## config.mk

```make
export PLATFORM = sky130hd
export DESIGN_NAME = sqrt_req_arbiter
export DESIGN_NICKNAME = d
export VERILOG_FILES = /design/src/rtl/sqrt_arb_pkg.sv /design/src/rtl/sqrt_req_arbiter_rr_arbiter.sv /design/src/rtl/sqrt_req_arbiter.sv
export SDC_FILE = /design/constraint.sdc
export NUM_CORES = 1
export LEC_CHECK = 0
export ABC_AREA = 0
export BUFFER_PORTS_ARGS = -buffer_cell sky130_fd_sc_hd__buf_2
export CAP_MARGIN = 20
export CORE_AREA = 2 2 120 122
export CTS_CLUSTER_SIZE = 24
export DETAILED_ROUTE_END_ITERATION = 10
export DIE_AREA = 0 0 122 124
export HOLD_SLACK_MARGIN = 0.15
export PLACE_DENSITY = 0.82
export SLEW_MARGIN = 20
export SYNTH_ARGS = -nofsm -noshare
export SYNTH_HDL_FRONTEND = slang
export SYNTH_SLANG_ARGS = --single-unit
```

## constraint.sdc

```tcl
create_clock -name clk -period 6.6 [get_ports clk]
set_input_delay 1.32 -clock clk [delete_from_list [all_inputs] [get_ports clk]]
set_output_delay 1.32 -clock clk [all_outputs]
set_load 0.05 [all_outputs]
```

## src/rtl/sqrt_arb_pkg.sv

```systemverilog
// Shared types and constants for the square-root request arbiter.
package sqrt_arb_pkg;

  typedef enum logic [1:0] {
    IDLE = 2'd0,
    RUN  = 2'd1,
    RESP = 2'd2
  } state_t;

  localparam int SQ_IN_W     = 32;
  localparam int SQ_RES_W    = 64;
  localparam int DEF_TIMEOUT = 1024;

endpackage

```

## src/rtl/sqrt_req_arbiter_rr_arbiter.sv

```systemverilog
// Combinational round-robin arbiter: the first active request at or after
// ptr (wrapping) wins. Produces both a one-hot and a binary grant.
module rr_arbiter #(
  parameter int N = 4
) (
  input  logic [N-1:0]         req,
  input  logic [$clog2(N)-1:0] ptr,
  output logic [N-1:0]         gnt,
  output logic [$clog2(N)-1:0] gnt_idx
);

  localparam int IW = $clog2(N);

  // Scan requesters starting at ptr and stop at the first one asking.
  always_comb begin : scan
    logic          found;
    logic [IW-1:0] idx;
    gnt     = '0;
    gnt_idx = '0;
    found   = 1'b0;
    idx     = '0;
    for (int k = 0; k < N; k++) begin
      idx = IW'((int'(ptr) + k) % N);
      if (!found && req[idx]) begin
        found        = 1'b1;
        gnt[idx]     = 1'b1;
        gnt_idx      = idx;
      end
    end
  end

endmodule

```

## src/rtl/sqrt_req_arbiter.sv

```systemverilog
// Shares one square_root_newton unit between N_REQ requesters. Accepts one
// operand at a time, drives the unit's START/DONE/AVAILABLE handshake, and
// returns the result (or a watchdog error) to the requester that was granted.
module sqrt_req_arbiter
  import sqrt_arb_pkg::*;
#(
  parameter int N_REQ   = 4,
  parameter int IN_W    = SQ_IN_W,
  parameter int RES_W   = SQ_RES_W,
  parameter int TIMEOUT = DEF_TIMEOUT
) (
  input  logic                  clk,
  input  logic                  rstn,
  input  logic [N_REQ-1:0]      req_valid,
  output logic [N_REQ-1:0]      req_ready,
  input  logic [N_REQ*IN_W-1:0] req_data,
  output logic [N_REQ-1:0]      rsp_valid,
  input  logic [N_REQ-1:0]      rsp_ready,
  output logic [RES_W-1:0]      rsp_data,
  output logic                  rsp_err,
  output logic                  sq_start,
  output logic [IN_W-1:0]       sq_in,
  input  logic [RES_W-1:0]      sq_out,
  input  logic                  sq_done,
  input  logic                  sq_available,
  output logic                  busy
);

  localparam int PW = $clog2(N_REQ);
  localparam int WW = $clog2(TIMEOUT);

  state_t            state_q,  state_d;
  logic [PW-1:0]     rr_ptr_q, rr_ptr_d;
  logic [PW-1:0]     gid_q,    gid_d;
  logic [WW-1:0]     wdog_q,   wdog_d;
  logic [IN_W-1:0]   sq_in_q,  sq_in_d;
  logic [RES_W-1:0]  res_q,    res_d;
  logic              err_q,    err_d;

  logic [N_REQ-1:0]  gnt;
  logic [PW-1:0]     gnt_idx;
  logic              xfer;

  rr_arbiter #(.N(N_REQ)) u_rr (
    .req     (req_valid),
    .ptr     (rr_ptr_q),
    .gnt     (gnt),
    .gnt_idx (gnt_idx)
  );

  // A grant is only offered while idle and the unit reports it can take work.
  always_comb begin
    req_ready = '0;
    if (state_q == IDLE && sq_available) req_ready = gnt;
  end

  assign xfer = |(req_valid & req_ready);

  // FSM, operand capture, watchdog and result capture.
  always_comb begin
    state_d  = state_q;
    rr_ptr_d = rr_ptr_q;
    gid_d    = gid_q;
    wdog_d   = wdog_q;
    sq_in_d  = sq_in_q;
    res_d    = res_q;
    err_d    = err_q;
    case (state_q)
      IDLE: begin
        if (xfer) begin
          sq_in_d  = req_data[gnt_idx*IN_W +: IN_W];
          gid_d    = gnt_idx;
          rr_ptr_d = (gnt_idx == PW'(N_REQ-1)) ? '0 : gnt_idx + 1'b1;
          wdog_d   = '0;
          state_d  = RUN;
        end
      end
      RUN: begin
        wdog_d = wdog_q + 1'b1;
        // DONE takes priority over a watchdog expiry in the same cycle.
        if (sq_done) begin
          res_d   = sq_out;
          err_d   = 1'b0;
          state_d = RESP;
        end else if (wdog_q == WW'(TIMEOUT-1)) begin
          res_d   = '0;
          err_d   = 1'b1;
          state_d = RESP;
        end
      end
      RESP: begin
        if (rsp_ready[gid_q]) state_d = IDLE;
      end
      default: state_d = IDLE;
    endcase
  end

  // State registers; a reset aborts any in-flight request.
  always_ff @(posedge clk or negedge rstn) begin
    if (!rstn) begin
      state_q  <= IDLE;
      rr_ptr_q <= '0;
      gid_q    <= '0;
      wdog_q   <= '0;
      sq_in_q  <= '0;
      res_q    <= '0;
      err_q    <= 1'b0;
    end else begin
      state_q  <= state_d;
      rr_ptr_q <= rr_ptr_d;
      gid_q    <= gid_d;
      wdog_q   <= wdog_d;
      sq_in_q  <= sq_in_d;
      res_q    <= res_d;
      err_q    <= err_d;
    end
  end

  // Outputs decoded from state; the response is visible only in RESP.
  always_comb begin
    sq_start  = (state_q == RUN);
    busy      = (state_q != IDLE);
    sq_in     = sq_in_q;
    rsp_valid = '0;
    rsp_data  = '0;
    rsp_err   = 1'b0;
    if (state_q == RESP) begin
      rsp_valid = N_REQ'(1) << gid_q;
      rsp_data  = res_q;
      rsp_err   = err_q;
    end
  end

endmodule

```

==> flow_summary.yaml, run 1 <==
power_and_ir_drop:
  max-vdd-ir-drop_uv: 394
  p_total_uw: 4950
  p_per_area_nw_per_um2: 562
  leakagePower_uw: 0.00474
placement:
  gp_congestion: 0.856
  dp_hpwl_um: 13400
  dp_slack_ps: 2120
  io_buffers: 310
critical_path:
  path_class: "reg -> out"
  startpoint_type: "flop"
  slowest_delay_ps: 820
  crit_path_max_fanout: 25
  worstPathRequired_ps: 5280
  critPathCaptureType: "output pin"
  critPathSlowestCell: "dfrtp_1"
  crit_arrival_ps: 3460
  path_cells: "inv_1, ha_1, or3_1, or3_1, nand2_1, nand2_1, a21oi_1, buf_2"
  r2r_slack_ps: 2200
drt:
  top_layer: "met4"
  met1_length_um: 7430
  wl_met2_um: 9280
  ant_nets: 0
  drc: 0
  routed_via_density: 5.32
  drt_iter0_drc: 269
  avgRoutedWirePerCell_um: 16.9
  vias: 5684
  routed-wl-met3_um: 1090
  wirelength_um: 18000
  firstDrtPassIters: 4
clock_tree:
  postCtsHoldBufs: 0
  cts_setup_buffers: 0
  clk_pin_slew_ps: 60
  cts_buffers: 17
  clk_latency_ps: 410
  root_buffer: "clkbuf_16"
  h-tree-depth: 4
  tritoncts: "done"
  cts_buffer_depth: 2
  cts_sinks: 113
  cts_resized: 0
floorplan:
  die_h_um: 124
  initial_core_util_pct: 47.8
  rows: 43
  die-area_sq_um: 15100
  io-pin-count: 311
  die_w_um: 122
  design.core.area_sq_um: 13700
timing:
  worst_slack_ps: 1820
  fmax_mhz: 209
  fin_crit_sh_pct: 72.4
  setup_tns_ps: 0
  slew_viol_final: 0
  worstMarginPinSlew_ps: 1090
  rsz0062_at_grt: "false"
  min_period_ps: 4780
  final.setup_skew_ps: 14.2
  slew-limit-headroom_pct: 27.4
  finalSetupViolCount: 0
  hold_violations: 0
yosys:
  yosys_warnings: 0
  syn_avg_cell_area_sq_um: 11.2
  syn-cell-area_sq_um: 6560
  ys_seq_area_share_pct: 43.1
  synth_nets: 798
  ys_ff_latch: 113
  synth_cell_type_count: 44
  syn_inst: 586
layout:
  syn_to_final_growth_pct: 34.2
  multi_input_area_sq_um: 3480
  fin_util_pct: 64.2
  diodes: 0
  ff_latch_area_sq_um: 2830
  nNetsFinal: 1087
  nFillCells: 1105
  final_layout_size_suffix_gt1_share_pct: 44.7
status:
  status: "finished, final reports clean"
grt:
  track_usage_pct: 22.8
  grt_pass1_wl_um: 26700
  grt_start_max_net_pins: 67
  overflow: 0
  antenna_found_initial: 0
  grt_pass1_vias: 5303
min_path:
  hp-class: "reg -> reg"
job:
  maxCapViolations: 0
[Yosys cell counts (all sizes together)]
| master | instances | share of area (%) |
|---|---|---|
| nand3b | 3 | 0.34 |
| or3b | 1 | 0.13 |
| a32oi | 1 | 0.13 |
| o21bai | 3 | 0.34 |
| mux2 | 34 | 7.4 |
| a41o | 1 | 0.15 |
| a22oi | 4 | 0.46 |
| nand4 | 1 | 0.095 |
| a22o | 65 | 8.7 |
| o211ai | 3 | 0.34 |
| nor2b | 7 | 0.67 |
| a211oi | 3 | 0.53 |
| o21ai | 17 | 1.3 |
| buf | 23 | 2.3 |
| dfrtp | 113 | 43 |
| or3 | 4 | 0.38 |
| or2 | 1 | 0.095 |
| o22ai | 6 | 0.57 |
| ha | 8 | 1.5 |
| nand2 | 26 | 1.5 |
| nor2 | 18 | 1.1 |
| nor3 | 5 | 0.38 |
| nand3 | 4 | 0.31 |
| nand2b | 10 | 0.95 |
| and3 | 4 | 0.38 |
| and2 | 67 | 6.4 |
| o2111ai | 1 | 0.13 |
| clkbuf | 24 | 1.4 |
| a21oi | 11 | 0.84 |
| nor4 | 1 | 0.095 |
| mux2i | 104 | 16 |
| inv | 6 | 0.34 |
| xor2 | 1 | 0.13 |
| mux4 | 4 | 1.4 |
| a2bb2oi | 2 | 0.27 |
[path summary, 6_finish.rpt]
path,from,end,cells past startpoint
setup / recovery,flop,req_ready[1],8
hold / removal,err_q,err_q,2
setup reg to reg,flop,sq_in[1],10
hold reg to reg,err_q,err_q,2
max in group asynchronous,rstn,gid_q[0],2
min in group asynchronous,rstn,res_q[33],1
[per-layer routing]
| metal | GRT usage [%] | up-vias |
|---|---|---|
| met4 | 6.39 | 0 |
| met3 | 4.35 | 17 |
| met1 | 28.5 | 2724 |
| met5 | 0 | - |
| met2 | 40.5 | 236 |
| li1 | - | 2707 |
[cells in the final DEF (no fill, tap or decap), drive strengths merged, types with 6 or more instances in the layout]
cell      n
and2     67
a22o     65
buf     317
o22ai     6
mux2i   104
dfrtp   113
nor2     18
nor2b     7
nand2b   10
clkbuf   18
o21ai    17
mux2     34
inv      10
ha        8
a21oi    11
nand2    26
[state kept, by name (all words and copies together), names as in the netlist, named ones only]
register,count
rr_ptr_q,1
res_q,64
sq_in,32
state_q,2
wdog_q,10
err_q,1
gid_q,2
[cells by family after synthesis]
kind of cell,count (synthesis),share of synthesized area [%]
xor gates and xnor gates,1,0.133
muxes,142,24.6
adders and majority gates,8,1.53
DFF,113,43.1
AOI/OAI and AO/OA,117,13.7
buffers and inverters,53,4.04
and+or+nand+nor,152,12.9
[stage by stage]
| step | hold WS (ps) | std cells | instance area [sq um] |
|---|---|---|---|
| floorplan | 454 | 586 | 6560 |
| global placement | 473 | 1036 | 8170 |
| detailed placement | 482 | 1036 | 8170 |
| CTS | 498 | 1068 | 8810 |
| global route | 502 | 1068 | 8810 |
| finish | 491 | 1068 | 8810 |
[critical path: cells and delay by family (launching register included)]
family | cells | cell delay (ps)
buffers and inverters | 2 | 550
AO/OA/AOI/OAI | 1 | 120
adder cells (fa/ha/maj) | 1 | 460
flip-flops | 1 | 820
AND/OR/NAND/NOR | 4 | 1110
[area by class of cell]
class                   instances  share of cell area [%]
clock buffers                  18                    4.99
well taps                     180                    2.56
multi-input cells             420                    39.6
clock inverters                14                    2.29
inverters                       6                   0.256
flip-flops and latches        113                    32.1
repair buffers                317                    18.2
[power breakdown]
part / internal (uW) / switching, uW
Clock: 647 / 332
Combinational: 1080 / 1640
Sequential: 1020 / 223
No activity file was read; power rests on OpenSTA's default activity.
==> inputs of run 2 (changes only) <==
CORE_AREA = default   (was 2 2 120 122)
CORE_MARGIN = 2   (was default)
CORE_UTILIZATION = 43   (was default)
DIE_AREA = default   (was 0 0 122 124)
PLACE_DENSITY = 0.78   (was 0.82)
clock period = 4.3 ns   (was 6.6 ns; I/O delays follow)
==> run 2 against run 1 <==
Critical path type unchanged. Critical path depth is the same. Core utilization down 5.6 points. Largest cell class unchanged. Non-clock buffer count up 5.
==> flow_summary.yaml, run 2 (synthesized netlist as in run 1, its figures left out) <==
drt:
  ant_nets: 0
  firstDrtPassIters: 4
  vias: 5668
  drt_iter0_drc: 230
  drc: 0
  wirelength_um: 18400
  avgRoutedWirePerCell_um: 17.0
  routed_via_density: 5.24
clock_tree:
  h-tree-depth: 4
  root_buffer: "clkbuf_16"
  clk_latency_ps: 400
  cts_buffers: 17
  tritoncts: "done"
  cts_sinks: 113
  clk_pin_slew_ps: 50
  cts_buffer_depth: 2
layout:
  syn_to_final_growth_pct: 34.1
  layout_commonest_cell: "buf_2"
  final_layout_size_suffix_gt1_share_pct: 44.6
  fin_cells: 1081
  nNetsFinal: 1092
  largest_reg_flops: 64
  largest-register: "res_q"
  layout_common_cells: "buf_2, dfrtp_1, mux2i_1"
timing:
  setup_tns_ps: 0
  finalSetupViolCount: 0
  hold_violations: 0
  fmax_mhz: 258
  min_period_ps: 3880
  slew-limit-headroom_pct: 42.5
  slew_viol_final: 0
  worstMarginPinSlew_ps: 862
  final.setup_skew_ps: 7.87
  rsz0062_at_grt: "false"
  fin_crit_sh_pct: 90.3
placement:
  place_inst: 1049
  dp_hpwl_um: 13600
  gp_congestion: 0.911
  io_buffers: 310
floorplan:
  rows: 45
  design.core.area_sq_um: 15000
  die_w_um: 128
  initial_core_util_pct: 43.7
  die-area_sq_um: 16300
  io-pin-count: 311
  die_h_um: 128
min_path:
  hp-class: "reg -> reg"
status:
  status: "finished, final reports clean"
critical_path:
  path_class: "reg -> out"
  crit_path_max_fanout: 16
  startpoint_type: "flop"
  critPathCaptureType: "output pin"
  crit_arrival_ps: 3020
  worstPathRequired_ps: 3440
grt:
  grt_start_max_net_pins: 68
  grt_pass1_wl_um: 28200
  grt_pass1_vias: 5407
  track_usage_pct: 22.1
  antenna_found_initial: 3
  overflow: 0
power_and_ir_drop:
  p_per_area_nw_per_um2: 846
  max-vdd-ir-drop_uv: 477
  leakagePower_uw: 0.00473
job:
  maxCapViolations: 0
-- run 2: layer usage --
layer | GRT usage (%) | wire, um | part of all wire (%)
met3 | 5.95 | 1060 | 5.7
met2 | 37.4 | 9400 | 51
met4 | 7.89 | 385 | 2.1
met1 | 27.2 | 7540 | 41
met5 | 0 | 22 | 0.12
-- run 2: path summary, 6_finish.rpt --
kind | slack [ps] | cells after the start | start | end
worst max-delay path | 420 | 8 | rr_ptr_q[1] | req_ready[1]
worst min register to register | 490 | 1 | res_q[56] | res_q[56]
worst min-delay path | 490 | 1 | res_q[56] | res_q[56]
max in group asynchronous | 2950 | 2 | rstn | rr_ptr_q[1]
min in group asynchronous | 570 | 1 | rstn | res_q[34]
worst max register to register | 920 | 10 | rr_ptr_q[1] | sq_in[1]
-- run 2: power breakdown --
part	switching, uW	internal, uW	leakage [uW]
sequential	310	1570	0.00140
clock	464	785	0.000253
combinational	2580	1730	0.00308
-- run 2: area by class of cell --
type                            instances  area [sq um]
Fill cell                            1318          6230
Antenna cell                            1          2.50
Clock buffer                           21           440
Tap cell                              188           235
Inverter                                6          22.5
Timing Repair Buffer                  322          1690
Sequential cell                       113          2830
Clock inverter                         10          90.1
Multi-Input combinational cell        420          3490
-- run 2: critical path: stages, from the launching register on --
cell and delay (ps):
dfrtp_2 560, inv_1 180, ha_1 430, or3_1 410
or3_1 370, nand2_1 200, nand2_1 80, a21oi_1 110
buf_2 280
-- run 2: timing repair --
item                       4_1_cts  5_1_grt
setup endpoints to repair        0        4
setup buffers                    0        0
hold buffers                     0        0
resized for setup                0        1
-- run 2: stage by stage --
stage	instance area (sq um)	setup slack, ps	power, uW	util (%)	hold WS (ps)
after floorplan	6560	480	5270	-	454
after global placement	8270	742	6150	55.0	479
after detailed placement	8270	619	6220	55.0	483
after CTS	8800	172	7510	58.5	499
after global routing	8800	198	7860	58.6	501
final	8800	418	7440	58.6	491
==> inputs of run 3 (changes only) <==
BUFFER_PORTS_ARGS = default   (was -buffer_cell sky130_fd_sc_hd__buf_2)
CORE_AREA = 2 2 119 121   (was default)
CORE_MARGIN = default   (was 2)
CORE_UTILIZATION = default   (was 43)
DIE_AREA = 0 0 121 123   (was default)
DONT_BUFFER_PORTS = 1   (was default)
PLACE_DENSITY = 0.66   (was 0.78)
==> run 3 against run 2 <==
Maximum frequency grew 8.5%. Register-to-register slack better by 380 ps. Clock skew hardly changed. First-iteration DRC count up 4.3%. Final cell count down 29%. Power is 4.6% lower. Count of clock-buffer cells in the layout increased by 1. Worst setup slack better by 310 ps. Sequential power grew 31%. Die area decreased by 8.5%. Routed wire length down 5.3%.
==> flow_summary.yaml, run 3 (synthesized netlist as in run 1, its figures left out) <==
placement:
  io_buffers: 0
  gp_congestion: 0.830
  place_inst: 735
  dp_hpwl_um: 12800
timing:
  min_period_ps: 3580
  fmax_mhz: 280
  setup_tns_ps: 0
  finalSetupViolCount: 0
  slew-limit-headroom_pct: 38.9
  final.setup_skew_ps: 7.51
  slew_viol_final: 0
  fin_crit_sh_pct: 83.2
  rsz0062_at_grt: "false"
  hold_violations: 0
  worstMarginPinSlew_ps: 913
layout:
  largest-register: "res_q"
  syn_to_final_growth_pct: 10.9
  nFillCells: 1192
  final_layout_size_suffix_gt1_share_pct: 16.2
  nNetsFinal: 787
  largest_reg_flops: 64
  diodes: 0
  layout_common_cells: "dfrtp_1, mux2i_1, and2_1, a22o_1, mux2_4"
  fin_cells: 768
  layout_commonest_cell: "dfrtp_1"
critical_path:
  slowest_delay_ps: 410
  path_cells: "inv_1, ha_1, or3_1, or3_1, nand2_1, nand2_1, a21oi_1, buf_4"
  crit_path_max_fanout: 7
  reg2reg_depth: 10
  path_class: "reg -> out"
  r2r_slack_ps: 1300
  r2r_end: "sq_in[27]"
  crit_arrival_ps: 2720
  cp_top_family: "simple AND/OR/NAND/NOR gates"
  worstPathRequired_ps: 3440
  critPathSlowestCell: "or3_1"
  startpoint_type: "flop"
  critPathCaptureType: "output pin"
  path_buf_inv: 2
clock_tree:
  clk_latency_ps: 410
  cts_buffers: 17
  h-tree-depth: 4
  cts_buffer_depth: 2
  cts_setup_buffers: 0
  root_buffer: "clkbuf_16"
  tritoncts: "done"
  cts_sinks: 113
  clk_pin_slew_ps: 50
floorplan:
  die_w_um: 121
  initial_core_util_pct: 48.2
  rows: 43
  die_h_um: 123
  design.core.area_sq_um: 13600
  die-area_sq_um: 14900
  io-pin-count: 311
drt:
  avgRoutedWirePerCell_um: 22.7
  drc: 0
  vias: 4706
  firstDrtPassIters: 5
  routed_via_density: 6.13
  wirelength_um: 17400
  drt_iter0_drc: 240
  ant_nets: 0
grt:
  grt_pass1_wl_um: 25800
  overflow: 0
  grt_pass1_vias: 4582
  track_usage_pct: 22.7
  grt_start_max_net_pins: 114
  antenna_found_initial: 0
status:
  status: "finished, final reports clean"
min_path:
  hp-class: "in -> async"
power_and_ir_drop:
  leakagePower_uw: 0.00343
  p_per_area_nw_per_um2: 975
  max-vdd-ir-drop_uv: 466
job:
  maxCapViolations: 0
## run 3: cell count changes in the layout (fill, tap and decap cells not counted), moves of 2 or more
cell | previous run | this run
clkinv_2 | 4 | 6
buf_4 | 9 | 13
buf_2 | 309 | 0
clkbuf_8 | 0 | 3
clkbuf_1 | 4 | 2
## run 3: layout make-up
cell class | instances | area [sq um] | share of cell area, %
tap | 180 | 225 | 3.09
clock buffer | 22 | 474 | 6.51
sequential | 113 | 2830 | 38.8
multi-input combinational | 420 | 3480 | 47.9
inverter | 6 | 22.5 | 0.309
clock inverter | 10 | 61.3 | 0.842
timing repair buffer | 17 | 185 | 2.54
## run 3: worst max path at each step
stage               from            to  slack (ps)  cells past startpoint
floorplan           flop  req_ready[1]         480                      9
global placement    flop  req_ready[1]        1200                      8
detailed placement  flop  req_ready[1]        1150                      8
CTS                 flop  req_ready[1]         690                      8
global route        flop  req_ready[0]         510                      8
finish              flop  req_ready[1]         720                      8
## run 3: worst register-to-register path: cells and delay by family, from the launching register on
| kind | cells | cell delay, ps |
|---|---|---|
| compound gates | 2 | 290 |
| fa+ha+maj | 1 | 350 |
| buf+inv | 2 | 560 |
| flops | 1 | 370 |
| mux | 3 | 770 |
| simple gates | 2 | 560 |
## run 3: where the power goes
part	internal, uW	switching (uW)	leakage [uW]
clock	774	479	0.000261
sequential	1560	910	0.00140
combinational	1470	1910	0.00177
total	3800	3300	0.00343
## run 3: metal layers
| metal | up-vias | routed length, um | track usage, % |
|---|---|---|---|
| met5 | - | 0 | 0 |
| met1 | 2349 | 6860 | 27.5 |
| met4 | 0 | 327 | 7.05 |
| li1 | 2099 | - | - |
| met2 | 236 | 9010 | 38.7 |
| met3 | 22 | 1250 | 7.33 |
## run 3: repair_timing
action	CTS	global route
hold buffers	1	0
hold endpoints to repair	113	0
resized for setup	0	0
## run 3: through the flow
step           cell area [sq um]  power, uW  hold WS [ps]  utilization (%)  setup WS, ps
6_report                    7280       7100           359             53.5           723
5_1_grt                     7280       7500           383             53.5           514
4_1_cts                     7280       7150           409             53.5           692
2_1_floorplan               6560       5270           454                -           480
3_5_place_dp                6720       5850           482             49.4          1150
3_3_place_gp                6720       5750           476             49.4          1200
